## src/rtl/sd_pkg.sv

```systemverilog
// Shared definitions for the SD-card SPI slave and its command decoder.
package sd_pkg;

    // Direction of the slave's data/response phase, seen from the slave.
    localparam logic OP_READ  = 1'b0;
    localparam logic OP_WRITE = 1'b1;

    localparam int unsigned CMD_IDX_W = 6;
    localparam int unsigned CMD_ARG_W = 32;
    localparam int unsigned CRC7_W    = 7;
    localparam int unsigned CRC_BITS  = 40;
    localparam int unsigned BITCNT_W  = 6;

    localparam logic [CMD_IDX_W-1:0] CMD0  = 6'd0;
    localparam logic [CMD_IDX_W-1:0] CMD8  = 6'd8;
    localparam logic [CMD_IDX_W-1:0] CMD17 = 6'd17;
    localparam logic [CMD_IDX_W-1:0] CMD24 = 6'd24;
    localparam logic [CMD_IDX_W-1:0] CMD41 = 6'd41;
    localparam logic [CMD_IDX_W-1:0] CMD55 = 6'd55;
    localparam logic [CMD_IDX_W-1:0] CMD58 = 6'd58;

    // Response lengths in bytes (R1 alone, R7/R3 = R1 + 4 bytes).
    localparam int unsigned R1_LEN = 1;
    localparam int unsigned R7_LEN = 5;

    typedef enum logic [2:0] {
        ST_IDLE,
        ST_CRC,
        ST_CHECK,
        ST_WAIT_GO,
        ST_START,
        ST_XFER
    } dec_state_t;

    typedef struct packed {
        logic crc_err;
        logic frame_err;
        logic illegal_cmd;
    } cmd_flags_t;

    // Commands the card emulation understands.
    function automatic logic is_legal_cmd(input logic [CMD_IDX_W-1:0] idx);
        case (idx)
            CMD0, CMD8, CMD17, CMD24, CMD41, CMD55, CMD58: return 1'b1;
            default:                                       return 1'b0;
        endcase
    endfunction

endpackage

```

## src/rtl/crc7_serial.sv

```systemverilog
// Bit-serial CRC7 (x^7 + x^3 + 1), MSB-first, zero initial value.
module crc7_serial
    import sd_pkg::*;
(
    input  logic              i_clk,
    input  logic              i_rst,
    input  logic              i_clear,
    input  logic              i_en,
    input  logic              i_bit_in,
    output logic [CRC7_W-1:0] o_crc
);

    logic [CRC7_W-1:0] r_crc;
    logic              w_fb;

    assign w_fb  = i_bit_in ^ r_crc[CRC7_W-1];
    assign o_crc = r_crc;

    // LFSR update: shift left, fold feedback into taps x^3 and x^0.
    always_ff @(posedge i_clk) begin
        if (i_rst || i_clear) begin
            r_crc <= '0;
        end else if (i_en) begin
            r_crc <= {r_crc[CRC7_W-2:0], 1'b0} ^ (w_fb ? 7'h09 : 7'h00);
        end
    end

endmodule

```

## src/rtl/sd_cmd_decoder.sv

```systemverilog
// Decodes a 6-byte SPI SD command frame, checks framing/CRC7, publishes it,
// then runs the op/size/start handshake and tracks the phase until done.
// Frame byte k sits at i_cmd[8*k +: 8]; byte 0 is the first byte received.
module sd_cmd_decoder
    import sd_pkg::*;
#(
    parameter int unsigned COMMAND_SIZE         = 6,
    parameter int unsigned MEMORY_SIZE_IN_BYTES = 64,
    parameter int unsigned BLOCK_LEN            = 64,
    parameter int unsigned CRC_EN               = 1
) (
    input  logic                                    i_clk,
    input  logic                                    i_rst,
    input  logic [8*COMMAND_SIZE-1:0]               i_cmd,
    input  logic                                    i_transfer,
    input  logic                                    i_done,
    input  logic                                    i_go,
    output logic                                    o_op,
    output logic [$clog2(MEMORY_SIZE_IN_BYTES)-1:0] o_size,
    output logic                                    o_start,
    output logic [5:0]                              o_cmd_index,
    output logic [31:0]                             o_cmd_arg,
    output logic                                    o_cmd_valid,
    output logic                                    o_crc_err,
    output logic                                    o_frame_err,
    output logic                                    o_illegal_cmd,
    output logic                                    o_overrun,
    output logic                                    o_busy
);

    localparam int unsigned AW       = $clog2(MEMORY_SIZE_IN_BYTES);
    localparam int unsigned FRAME_W  = 8 * COMMAND_SIZE;
    localparam logic [AW-1:0] SZ_BLOCK = AW'(BLOCK_LEN - 1);
    localparam logic [AW-1:0] SZ_R7    = AW'(R7_LEN - 1);
    localparam logic [AW-1:0] SZ_R1    = AW'(R1_LEN - 1);
    localparam logic [BITCNT_W-1:0] BITCNT_INIT = BITCNT_W'(CRC_BITS - 1);

    dec_state_t              r_state;
    dec_state_t              w_next;
    logic [FRAME_W-1:0]      r_frame;
    logic [BITCNT_W-1:0]     r_bitcnt;
    logic [CRC7_W-1:0]       w_crc;
    logic [CRC_BITS-1:0]     w_crc_data;
    logic                    w_bit_in;
    logic                    w_load;
    logic                    w_crc_en;
    logic                    w_check;
    cmd_flags_t              w_flags;
    logic                    w_any_err;
    logic                    w_op;
    logic [AW-1:0]           w_size;
    logic [CMD_IDX_W-1:0]    w_index;
    logic [CMD_ARG_W-1:0]    w_arg;

    logic                    r_op;
    logic [AW-1:0]           r_size;
    logic                    r_start;
    logic [CMD_IDX_W-1:0]    r_cmd_index;
    logic [CMD_ARG_W-1:0]    r_cmd_arg;
    logic                    r_cmd_valid;
    logic                    r_crc_err;
    logic                    r_frame_err;
    logic                    r_illegal_cmd;
    logic                    r_overrun;
    logic                    r_busy;

    // Bytes 0..4 in wire order; the bit counter walks this MSB first.
    assign w_crc_data = {r_frame[7:0], r_frame[15:8], r_frame[23:16],
                         r_frame[31:24], r_frame[39:32]};
    assign w_bit_in   = w_crc_data[r_bitcnt];
    assign w_index    = r_frame[5:0];
    assign w_arg      = {r_frame[15:8], r_frame[23:16], r_frame[31:24], r_frame[39:32]};

    crc7_serial u_crc (
        .i_clk    (i_clk),
        .i_rst    (i_rst),
        .i_clear  (w_load),
        .i_en     (w_crc_en),
        .i_bit_in (w_bit_in),
        .o_crc    (w_crc)
    );

    // State register.
    always_ff @(posedge i_clk) begin
        if (i_rst) r_state <= ST_IDLE;
        else       r_state <= w_next;
    end

    // Next-state and per-state control strobes.
    always_comb begin
        w_next   = r_state;
        w_load   = 1'b0;
        w_crc_en = 1'b0;
        w_check  = 1'b0;
        case (r_state)
            ST_IDLE: begin
                if (i_transfer) begin
                    w_load = 1'b1;
                    w_next = ST_CRC;
                end
            end
            ST_CRC: begin
                w_crc_en = 1'b1;
                if (r_bitcnt == '0) w_next = ST_CHECK;
            end
            ST_CHECK: begin
                w_check = 1'b1;
                w_next  = ST_WAIT_GO;
            end
            ST_WAIT_GO: begin
                if (i_go) w_next = ST_START;
            end
            ST_START: begin
                w_next = ST_XFER;
            end
            ST_XFER: begin
                if (i_done) w_next = ST_IDLE;
            end
            default: begin
                w_next = ST_IDLE;
            end
        endcase
    end

    // Frame capture and CRC bit counter; the slave's cmd is not read again.
    always_ff @(posedge i_clk) begin
        if (i_rst) begin
            r_frame  <= '0;
            r_bitcnt <= '0;
        end else if (w_load) begin
            r_frame  <= i_cmd;
            r_bitcnt <= BITCNT_INIT;
        end else if (w_crc_en && (r_bitcnt != '0)) begin
            r_bitcnt <= r_bitcnt - BITCNT_W'(1);
        end
    end

    // Error flags from the captured frame and the finished CRC.
    always_comb begin
        w_flags             = '0;
        w_flags.frame_err   = (r_frame[7:6] != 2'b01) || !r_frame[40];
        w_flags.crc_err     = (CRC_EN != 0) && (w_crc != r_frame[47:41]);
        w_flags.illegal_cmd = !is_legal_cmd(w_index);
    end

    assign w_any_err = |w_flags;

    // Phase direction and length; errors collapse to a bare R1.
    always_comb begin
        w_op   = OP_WRITE;
        w_size = SZ_R1;
        if (w_any_err) begin
            w_op   = OP_WRITE;
            w_size = SZ_R1;
        end else if (w_index == CMD17) begin
            w_op   = OP_WRITE;
            w_size = SZ_BLOCK;
        end else if (w_index == CMD24) begin
            w_op   = OP_READ;
            w_size = SZ_BLOCK;
        end else if ((w_index == CMD8) || (w_index == CMD58)) begin
            w_op   = OP_WRITE;
            w_size = SZ_R7;
        end
    end

    // Registered outputs; decoded fields hold from one CHECK to the next.
    always_ff @(posedge i_clk) begin
        if (i_rst) begin
            r_op          <= OP_WRITE;
            r_size        <= '0;
            r_start       <= 1'b0;
            r_cmd_index   <= '0;
            r_cmd_arg     <= '0;
            r_cmd_valid   <= 1'b0;
            r_crc_err     <= 1'b0;
            r_frame_err   <= 1'b0;
            r_illegal_cmd <= 1'b0;
            r_overrun     <= 1'b0;
            r_busy        <= 1'b0;
        end else begin
            r_cmd_valid   <= w_check;
            r_crc_err     <= w_check && w_flags.crc_err;
            r_frame_err   <= w_check && w_flags.frame_err;
            r_illegal_cmd <= w_check && w_flags.illegal_cmd;
            r_start       <= (r_state == ST_START);
            r_overrun     <= i_transfer && (r_state != ST_IDLE);
            r_busy        <= (w_next != ST_IDLE);
            if (w_check) begin
                r_op        <= w_op;
                r_size      <= w_size;
                r_cmd_index <= w_index;
                r_cmd_arg   <= w_arg;
            end
        end
    end

    assign o_op          = r_op;
    assign o_size        = r_size;
    assign o_start       = r_start;
    assign o_cmd_index   = r_cmd_index;
    assign o_cmd_arg     = r_cmd_arg;
    assign o_cmd_valid   = r_cmd_valid;
    assign o_crc_err     = r_crc_err;
    assign o_frame_err   = r_frame_err;
    assign o_illegal_cmd = r_illegal_cmd;
    assign o_overrun     = r_overrun;
    assign o_busy        = r_busy;

endmodule

```

## config.mk

```make
export PLATFORM = sky130hd
export DESIGN_NAME = sd_cmd_decoder
export DESIGN_NICKNAME = d
export VERILOG_FILES = /design/src/rtl/sd_pkg.sv /design/src/rtl/crc7_serial.sv /design/src/rtl/sd_cmd_decoder.sv
export SDC_FILE = /design/constraint.sdc
export NUM_CORES = 1
export LEC_CHECK = 0
export CORE_AREA = 3 3 148 114
export DETAILED_ROUTE_END_ITERATION = 16
export DIE_AREA = 0 0 151 117
export DONT_BUFFER_PORTS = 1
export GPL_ROUTABILITY_DRIVEN = 0
export PLACE_DENSITY = 0.49
export SETUP_SLACK_MARGIN = 0.1
export SLEW_MARGIN = 20
export SYNTH_ARGS = -nofsm -noshare
export SYNTH_HDL_FRONTEND = slang
export SYNTH_SLANG_ARGS = --single-unit
```

## constraint.sdc

```tcl
create_clock -name i_clk -period 2.9 [get_ports i_clk]
set_input_delay 0.725 -clock i_clk [delete_from_list [all_inputs] [get_ports i_clk]]
set_output_delay 0.725 -clock i_clk [all_outputs]
set_load 0.05 [all_outputs]
```

==> impl_results.md, run 1 <==
- Outcome: complete, no violations
- Root Driver: clkbuf_16
- DRC viols: 0
- Layout cell share with drive strength beyond 1: 0.0643
- Core area: 15300 um^2
- Psw: 1.08 mW
- Total congestion overflow: 0
- Synth Instances: 567
- Area grow syn2layout: 8.59%
- Initial antenna violation count: 0
- PD cells: 735 nW/um^2
- Clock sinks: 112
- Chip width: 151 um
- Async S/R FF share, synth: 0
- Max Root-Sink Buffers: 2
- Number of global-route vias before repair: 3576
- Vias per cell: 4.88
- CTS tree: built
- DR vias: 3657
- Reg2Reg Launch Point: r_bitcnt[1]$_SDFFE_PP0P_
- Max Cap Violations: 0
- Die height: 117 um
- Max frequency: 0.404 GHz
- RSZ-0062 raised after global routing: no
- Final hold vios: 0
- Post-synthesis cell type count: 49
- Clock power share: 0.340
- Sequential-to-total area share from yosys stat: 0.484
- Fin crit share: 0.853
- Worst Setup SP: r_bitcnt[1]$_SDFFE_PP0P_
- Final wirelength: 12200 um
- Hold Path Origin: i_rst
- Kind of critical path: flip-flop to flip-flop
- Synth Net Count: 621
- Slew margin rel.: 0.551
- Hold Crit Class: input pin to flip-flop
- WHS: 0.441 ns
- IO Port Bufs: 0
- Post-layout min period: 2.47 ns
- Avg Cell Area, Syn: 8.17 um^2
- Power share of the sequential group: 0.495
- WL per Instance: 16.3 um
- # rows: 39
- Worst EP required: 3.18 ns
- Yosys warning total: 0
- Initial DRC Count: 225
- Netlist Area Pre-Place: 4630 um^2
- Critical Path Source Type: flip-flop
- Worst vdd ir: 261 uV
- CP Max Fanout: 11
- # IOs: 105
- # diodes: 0
- Critical path endpoint category: flip-flop
- Largest net degree at the start of global routing: 104
- Nets: 594
- DR pass1 iterations: 4
- H-tree depth: 3
- Final setup vio count: 0
- Internal: 2.62 mW
- Detail Route Antenna Nets: 0
- CTS Buf Count: 9
- Gate power share: 0.165
- Full die area: 17700 um^2
- Main synth FF type: dfxtp_1
- Switching power share of the total: 0.293
- Gr usage total: 0.139
- Number of fill cells: 1608
- PostCTS Resize Cnt: 0
- Crit path DAT: 2.75 ns
- Worst-Skew Late Latency: 0.35 ns
- Post-CTS setup buffer count: 0
- Skew final: 0.00811 ns
- Yosys reg bits: 112
- Post-DP HPWL: 8620 um
- Initial Util: 0.302
- Worst slew pin tran: 0.680 ns
- Post-synth EDFFs: 0
- First-pass GRT wire length: 19000 um
- Clk slew on worst S/H paths: 0.07 ns
- Hold buffers post-CTS: 0
- Max-slew violations: 0
- Leak Pwr: 1.72 nW
- Post-route setup TNS: 0 ns
## power groups by stage
stage	sequential (mW)	combinational [mW]	clock [mW]
2_1_floorplan	1.79	0.563	0
3_3_place_gp	1.86	0.602	0
3_5_place_dp	1.87	0.621	0
4_1_cts	1.83	0.624	1.30
5_1_grt	1.85	0.694	1.37
6_report	1.83	0.611	1.26
## kinds of logic after synthesis
group | count (synthesis) | synth area share
AOI/OAI and AO/OA | 122 | 0.144
xor gates and xnor gates | 13 | 0.0278
adders and majority gates | 1 | 0.00270
buffers and inverters | 51 | 0.0559
DFF | 112 | 0.484
muxes | 14 | 0.0532
and+or+nand+nor | 254 | 0.232
## metal layers
metal / wire (um) / vias to the layer above / global-route usage / part of all wire
met2: 5370 / 75 / 0.212 / 0.44
met3: 971 / 0 / 0.0647 / 0.079
li1: - / 1836 / - / -
met5: 0 / - / 0 / 0
met1: 5900 / 1746 / 0.183 / 0.48
met4: 0 / 0 / 0.0242 / 0
## final timing paths
kind,end,slack (ns),cells after the start
setup reg to reg,u_crc.o_crc[3]$_SDFFE_PP0P_,0.43,7
hold reg to reg,r_frame[40]$_SDFFE_PP0P_,0.46,2
setup / recovery,u_crc.o_crc[3]$_SDFFE_PP0P_,0.43,7
hold / removal,o_cmd_index[2]$_SDFFE_PP0P_,0.44,1
## cell type report
type,instances,area [um^2],share of cell area
clock buffers,13,260,0.0517
flip-flops and latches,112,2240,0.446
clock inverters,2,38.8,0.00771
repair buffers,8,72.6,0.0144
inverters,5,18.8,0.00373
multi-input cells,404,2140,0.426
well taps,205,256,0.0510
## critical path, cell delays in order, from the launching register on
cell,delay (ns)
dfxtp_1,0.64
buf_4,0.25
nor2b_1,0.05
a2111oi_0,0.48
a311oi_2,0.11
a2111oi_4,0.45
xor3_1,0.28
a21oi_1,0.14
## layout by cell type (no fill, tap or decap), types with 3 or more instances in the layout
| cell type | instances |
|---|---|
| nor2_1 | 17 |
| xnor2_1 | 6 |
| nand3b_1 | 6 |
| a21oi_1 | 103 |
| nand2b_1 | 3 |
| buf_4 | 7 |
| dfxtp_1 | 111 |
| mux4_2 | 3 |
| mux4_1 | 4 |
| clkbuf_16 | 9 |
| mux2i_1 | 4 |
| inv_1 | 3 |
| o22ai_1 | 4 |
| xor2_1 | 6 |
| nand2_1 | 194 |
| nor3_1 | 9 |
| nor4_1 | 5 |
| o21ai_0 | 5 |
| nand4_1 | 3 |
## metrics by stage
step	power, mW	cells	worst slack, ns	utilization	cell area [um^2]
final	3.70	749	0.426	0.328	5030
after global routing	3.91	749	0.287	0.328	5030
after CTS	3.76	749	0.396	0.328	5030
after detailed placement	2.49	734	0.414	0.309	4730
after global placement	2.46	734	0.498	0.309	4730
after floorplan	2.35	567	0.873	-	4630
## cell usage after synthesis, types with 2 or more instances
cell type / instances / area (um^2)
xnor2_1: 6 / 52.6
nor2_1: 17 / 63.8
inv_2: 2 / 7.51
nor3b_1: 2 / 15.0
nor2b_1: 2 / 12.5
nand4_1: 3 / 18.8
clkbuf_1: 33 / 124
buf_6: 2 / 22.5
and2_1: 3 / 18.8
dfxtp_1: 112 / 2240
nor3_1: 9 / 45.0
mux4_1: 4 / 105
nand2_1: 195 / 732
xor2_1: 6 / 52.6
clkbuf_8: 2 / 27.5
nand2b_1: 3 / 18.8
inv_1: 3 / 11.3
nand3_1: 2 / 10.0
a21oi_1: 103 / 515
mux2_2: 2 / 22.5
buf_2: 2 / 10.0
buf_4: 4 / 30.0
nor4_1: 5 / 31.3
nand3b_1: 6 / 45.0
o22ai_1: 4 / 25.0
o31ai_1: 2 / 15.0
mux4_2: 3 / 67.6
o21ai_0: 5 / 25.0
mux2i_1: 4 / 40.0
a2111oi_0: 2 / 17.5
## registers in the layout, summed over array words and instances, names as in the netlist
name,count
u_crc.o_crc,7
o_size,2
r_bitcnt,6
o_cmd_valid,1
o_busy,1
o_op,1
o_cmd_index,6
o_illegal_cmd,1
r_state,3
o_cmd_arg,32
o_frame_err,1
o_overrun,1
o_crc_err,1
o_start,1
r_frame,48
Power figures use the tool's default switching activity.
==> inputs of run 2 (changes only) <==
--- a/config.mk
+++ b/config.mk
@@ -7,8 +7,7 @@
 export LEC_CHECK = 0
-export CORE_AREA = 3 3 148 114
+export CORE_AREA = 2 2 147 113
 export DETAILED_ROUTE_END_ITERATION = 16
-export DIE_AREA = 0 0 151 117
+export DIE_AREA = 0 0 149 115
 export DONT_BUFFER_PORTS = 1
 export GPL_ROUTABILITY_DRIVEN = 0
-export PLACE_DENSITY = 0.49
 export SETUP_SLACK_MARGIN = 0.1
==> constraint.sdc (replaced) <==
create_clock -name i_clk -period 2.9 [get_ports i_clk]
set_input_delay 0.29 -clock i_clk [delete_from_list [all_inputs] [get_ports i_clk]]
set_output_delay 0.29 -clock i_clk [all_outputs]
set_load 0.05 [all_outputs]
==> impl_results.md, run 2 (same netlist as run 1, synthesis figures left out) <==
- Outcome: complete, no violations (unchanged)
- Final hold vios: 0 (unchanged)
- CP Max Fanout: 18 (was 11)
- Biggest register: r_frame (unchanged)
- First-pass GRT wire length: 19200 um (was 19000 um)
- Gr usage total: 0.146 (was 0.139)
- Initial Util: 0.295 (was 0.302)
- Reg2Reg Launch Point: r_bitcnt[1]$_SDFFE_PP0P_ (unchanged)
- Total congestion overflow: 0 (unchanged)
- Switching power share of the total: 0.316 (was 0.293)
- Clk slew on worst S/H paths: 0.08 ns (was 0.07 ns)
- Worst EP required: 3.20 ns (was 3.18 ns)
- Reg-to-reg slack, setup: 0.41 ns (was 0.43 ns)
- Slew margin rel.: 0.275 (was 0.551)
- Post-Place Cells: 739 (was 734)
- WL per Instance: 17.4 um (was 16.3 um)
- Fin crit share: 0.858 (was 0.853)
- Worst-Skew Late Latency: 0.36 ns (was 0.35 ns)
- H-tree depth: 3 (unchanged)
- Initial DRC Count: 295 (was 225)
- Vias per cell: 4.94 (was 4.88)
- Detail Route Antenna Nets: 0 (unchanged)
- # diodes: 0 (unchanged)
- Max-slew violations: 0 (unchanged)
- Largest net degree at the start of global routing: 79 (was 104)
- Chip width: 149 um (was 151 um)
- Most frequent cells in the layout: nand2_1, dfxtp_1, a21oi_1, nor2_1, dlygate4sd3_1 (was nand2_1, dfxtp_1, a21oi_1, nor2_1)
- RSZ-0062 raised after global routing: no (unchanged)
- Final wirelength: 13300 um (was 12200 um)
- Final Util: 0.327 (was 0.328)
- Final setup vio count: 0 (unchanged)
- Full die area: 17100 um^2 (was 17700 um^2)
- Tot Pwr: 3.78 mW (was 3.70 mW)
- Max frequency: 0.402 GHz (was 0.404 GHz)
- DRC viols: 0 (unchanged)
- Post-layout min period: 2.49 ns (was 2.47 ns)
- DR vias: 3778 (was 3657)
- Clock sinks: 112 (unchanged)
- Layout cell share with drive strength beyond 1: 0.0685 (was 0.0643)
- Design area: 5140 um^2 (was 5030 um^2)
- Critical Path Source Type: flip-flop (unchanged)
- Post-DP Area: 4730 um^2 (about the same)
- Power share of the sequential group: 0.485 (was 0.495)
- DR pass1 iterations: 5 (was 4)
- Crit path DAT: 2.78 ns (was 2.75 ns)
- # IOs: 105 (unchanged)
- Root Driver: clkbuf_16 (unchanged)
- Psw: 1.20 mW (was 1.08 mW)
- Clock power share: 0.346 (was 0.340)
- CTS Buf Count: 9 (unchanged)
- Reg2Reg Depth: 6 (was 7)
- Crit path to: u_crc.o_crc[3]$_SDFFE_PP0P_ (unchanged)
- Critical path endpoint category: flip-flop (unchanged)
- Core area: 15700 um^2 (was 15300 um^2)
- IO Port Bufs: 0 (unchanged)
- Worst Setup SP: r_bitcnt[1]$_SDFFE_PP0P_ (unchanged)
- Nets: 604 (was 594)
- Max reg flops: 48 (unchanged)
- Non-filler instance count after layout: 765 (was 749)
- Internal: 2.59 mW (was 2.62 mW)
- Initial antenna violation count: 0 (unchanged)
- Leak Pwr: 1.76 nW (was 1.72 nW)
- Worst vdd ir: 299 uV (was 261 uV)
- Post-route setup TNS: 0 ns (unchanged)
- Kind of critical path: flip-flop to flip-flop (unchanged)
- Number of fill cells: 1699 (was 1608)
- Post-CTS setup buffer count: 0 (unchanged)
- Number of global-route vias before repair: 3564 (was 3576)
- Post-DP HPWL: 8200 um (was 8620 um)
- Worst slew pin tran: 1.08 ns (was 0.680 ns)
- Skew final: 0.0136 ns (was 0.00811 ns)
- Max Cap Violations: 0 (unchanged)
- Commonest non-fill, non-tap cell in the layout: nand2_1 (unchanged)
- Max Root-Sink Buffers: 2 (unchanged)
- PD cells: 737 nW/um^2 (was 735 nW/um^2)
- CTS tree: built (unchanged)
- Area grow syn2layout: 10.9% (was 8.59%)
- Reg2reg end: u_crc.o_crc[3]$_SDFFE_PP0P_ (unchanged)
- # rows: 40 (was 39)
- Gate power share: 0.169 (was 0.165)
- Hold Crit Class: input pin to flip-flop (unchanged)
- Die height: 115 um (was 117 um)
-- run 2: cell count changes in the layout (fill, tap and decap cells not counted), sizes merged --
cell and change:
clkbuf -4, clkinv +1, clkinvlp +1, dlygate4sd3 +10, inv +3
-- run 2: worst min-delay path by stage --
stage	from	endpoint	slack, ns	depth (start not counted)
after global routing	i_rst	o_cmd_valid$_SDFF_PP0_	0.02	1
after floorplan	i_rst	o_cmd_valid$_SDFF_PP0_	0.38	1
after global placement	i_rst	o_size[4]$_SDFFE_PP0P_	0.36	1
after CTS	i_rst	o_cmd_arg[24]$_SDFFE_PP0P_	0.004	1
after detailed placement	i_rst	o_size[4]$_SDFFE_PP0P_	0.36	1
final	i_rst	o_cmd_valid$_SDFF_PP0_	0.02	1
-- run 2: worst max-delay path, stage by stage, from the launching register on --
cell	delay [ns]
dfxtp_1	0.81
mux4_2	0.59
o22ai_1	0.18
nor3_1	0.09
a2111oi_4	0.34
xor3_1	0.28
a21oi_1	0.14
-- run 2: per-stage QoR --
stage | setup WS (ns) | hold WS [ns]
CTS | 0.320 | 0.00379
finish | 0.411 | 0.0198
global route | 0.182 | 0.0177
floorplan | 0.873 | 0.377
detailed placement | 0.358 | 0.365
global placement | 0.506 | 0.363
-- run 2: area by class of cell --
cell class	count	area, um^2	share of cell area
Sequential cell	112	2240	0.437
Multi-Input combinational cell	404	2140	0.417
Tap cell	210	263	0.0511
Clock buffer	9	225	0.0438
Timing Repair Buffer	18	160	0.0312
Clock inverter	7	86.3	0.0168
Inverter	5	18.8	0.00365
-- run 2: layer usage --
layer  up-vias  routed length [um]  share of wire  global-route usage
li1       1863                   -              -                   -
met1      1784                6250           0.47               0.190
met2       117                5830           0.44               0.224
met3        14                1020          0.077              0.0516
met4         0                 221          0.017              0.0527
met5         -                   0              0                   0
-- run 2: repair_timing --
| item | 4_1_cts | 5_1_grt |
|---|---|---|
| resized for setup | 0 | 0 |
| setup endpoints to repair | 0 | 0 |
| hold buffers | 1 | 9 |
| hold endpoints to repair | 26 | 15 |
-- run 2: power by group through the flow --
stage / clock network (mW) / logic (mW) / registers, mW
3_3_place_gp: 0 / 0.586 / 1.86
3_5_place_dp: 0 / 0.602 / 1.87
4_1_cts: 1.35 / 0.612 / 1.84
6_report: 1.31 / 0.640 / 1.84
2_1_floorplan: 0 / 0.563 / 1.79
5_1_grt: 1.41 / 0.718 / 1.86
==> inputs of run 3 (changes only) <==
PLACE_DENSITY_LB_ADDON = 0.15   (was unset)
==> impl_results.md, run 3 (same netlist as run 1, synthesis figures left out) <==
- Outcome: complete, no violations (unchanged)
- GR Layer Usage met2: 0.231 (was 0.224)
- CP Max Fanout: 18 (unchanged)
- H-tree depth: 3 (unchanged)
- Layout cell share with drive strength beyond 1: 0.0764 (was 0.0685)
- Initial Util: 0.295 (unchanged)
- CTS Buf Count: 9 (unchanged)
- DR vias: 3670 (was 3778)
- Slew margin rel.: 0.485 (was 0.275)
- RSZ-0062 raised after global routing: no (unchanged)
- Full die area: 17100 um^2 (unchanged)
- Die height: 115 um (unchanged)
- Crit path DAT: 2.79 ns (was 2.78 ns)
- PD cells: 720 nW/um^2 (was 737 nW/um^2)
- First-pass GRT wire length: 20200 um (was 19200 um)
- Worst-Skew Late Latency: 0.36 ns (about the same)
- Skew final: 0.00795 ns (was 0.0136 ns)
- Max Cap Violations: 0 (unchanged)
- Fin crit share: 0.862 (was 0.858)
- Max frequency: 0.400 GHz (was 0.402 GHz)
- Biggest register: r_frame (unchanged)
- Final setup vio count: 0 (unchanged)
- Initial DRC Count: 257 (was 295)
- Kind of critical path: flip-flop to flip-flop (unchanged)
- Largest net degree at the start of global routing: 53 (was 79)
- Critical Path Source Type: flip-flop (unchanged)
- Max Root-Sink Buffers: 2 (unchanged)
- Hold Crit Class: input pin to flip-flop (unchanged)
- Final Util: 0.323 (was 0.327)
- DRC viols: 0 (unchanged)
- Detail Route Antenna Nets: 0 (unchanged)
- Post-route setup TNS: 0 ns (unchanged)
- Initial antenna violation count: 0 (unchanged)
- Nets: 599 (was 604)
- M1 GR Usage: 0.205 (was 0.190)
- Commonest non-fill, non-tap cell in the layout: nand2_1 (unchanged)
- Core area: 15700 um^2 (unchanged)
- Gr usage total: 0.153 (was 0.146)
- IO Port Bufs: 0 (unchanged)
- Post-CTS setup buffer count: 0 (unchanged)
- Vias per cell: 4.83 (was 4.94)
- Clk slew on worst S/H paths: 0.07 ns (was 0.08 ns)
- Post-DP HPWL: 8240 um (was 8200 um)
- # rows: 40 (unchanged)
- # diodes: 0 (unchanged)
- Met3 Usage GRT: 0.0647 (was 0.0516)
- Root Driver: clkbuf_16 (unchanged)
- Chip width: 149 um (unchanged)
- Total congestion overflow: 0 (unchanged)
- DR pass1 iterations: 7 (was 5)
- Leak Pwr: 1.75 nW (was 1.76 nW)
- CTS tree: built (unchanged)
- Final hold vios: 0 (unchanged)
- Clock sinks: 112 (unchanged)
- Max reg flops: 48 (unchanged)
- WL per Instance: 16.6 um (was 17.4 um)
- Worst slew pin tran: 0.771 ns (was 1.08 ns)
- # IOs: 105 (unchanged)
- Number of fill cells: 1711 (was 1699)
- Worst vdd ir: 308 uV (was 299 uV)
- Final wirelength: 12600 um (was 13300 um)
- Worst EP required: 3.19 ns (was 3.20 ns)
- Reg-to-reg slack, setup: 0.40 ns (was 0.41 ns)
- Area grow syn2layout: 9.69% (was 10.9%)
- Most frequent cells in the layout: nand2_1, dfxtp_1, a21oi_1, nor2_1, buf_4 (was nand2_1, dfxtp_1, a21oi_1, nor2_1, dlygate4sd3_1)
- Post-layout min period: 2.50 ns (was 2.49 ns)
- Number of global-route vias before repair: 3662 (was 3564)
- Gr busiest metal: met2 (unchanged)
- Max-slew violations: 0 (unchanged)
- Critical path endpoint category: flip-flop (unchanged)
run 3: cell types whose count changed in the layout (fill, tap and decap cells not counted), sizes merged:
cell / delta
clkinv: +2
clkbuf: +2
inv: -3
bufinv: -1
dlygate4sd3: -9
buf: +4
run 3: routing by layer:
layer	share of wire	up-vias	wire [um]
met4	0.011	0	133
met2	0.42	96	5350
met5	0	-	0
met1	0.48	1705	6050
met3	0.085	11	1070
li1	-	1858	-
run 3: area by class of cell:
| type | count | area [um^2] | share of cell area |
|---|---|---|---|
| Clock buffer | 11 | 253 | 0.0497 |
| Clock inverter | 5 | 31.3 | 0.00615 |
| Inverter | 5 | 18.8 | 0.00369 |
| Multi-Input combinational cell | 404 | 2140 | 0.421 |
| Sequential cell | 112 | 2240 | 0.441 |
| Tap cell | 210 | 263 | 0.0517 |
| Timing Repair Buffer | 13 | 133 | 0.0261 |
run 3: stage by stage:
step	setup WS (ns)	std cells	hold WS, ns	power [mW]	instance area, um^2
2_1_floorplan	0.873	567	0.377	2.35	4630
3_3_place_gp	0.497	741	0.367	2.46	4740
3_5_place_dp	0.401	741	0.369	2.47	4740
4_1_cts	0.384	760	0.0253	3.72	5080
5_1_grt	0.157	760	0.0370	3.86	5080
6_report	0.400	760	0.0403	3.66	5080
run 3: critical path, cell delays in order (launching register included):
cell	delay [ns]
dfxtp_1	0.82
mux4_2	0.59
o22ai_1	0.17
nor3_1	0.09
a2111oi_4	0.34
xor3_1	0.27
a21oi_1	0.14
run 3: path summary, 6_finish.rpt:
kind,start,end,cells past startpoint
max,r_bitcnt[1]$_SDFFE_PP0P_,u_crc.o_crc[3]$_SDFFE_PP0P_,6
min,i_rst,o_op$_SDFFE_PP1P_,1
max reg2reg,r_bitcnt[1]$_SDFFE_PP0P_,u_crc.o_crc[3]$_SDFFE_PP0P_,6
min reg2reg,r_frame[40]$_SDFFE_PP0P_,r_frame[40]$_SDFFE_PP0P_,2
run 3: report_power, final:
group | internal (mW) | switching, mW | total, mW
logic | 0.257 | 0.375 | 0.632
clock network | 0.628 | 0.571 | 1.20
registers | 1.64 | 0.186 | 1.83
total | 2.53 | 1.13 | 3.66
run 3: timing repair:
| action | 4_1_cts | 5_1_grt |
|---|---|---|
| hold buffers | 3 | 0 |
| gates resized for setup | 0 | 0 |
| endpoints found under the setup margin | 0 | 0 |
| endpoints found under the hold margin | 52 | 0 |
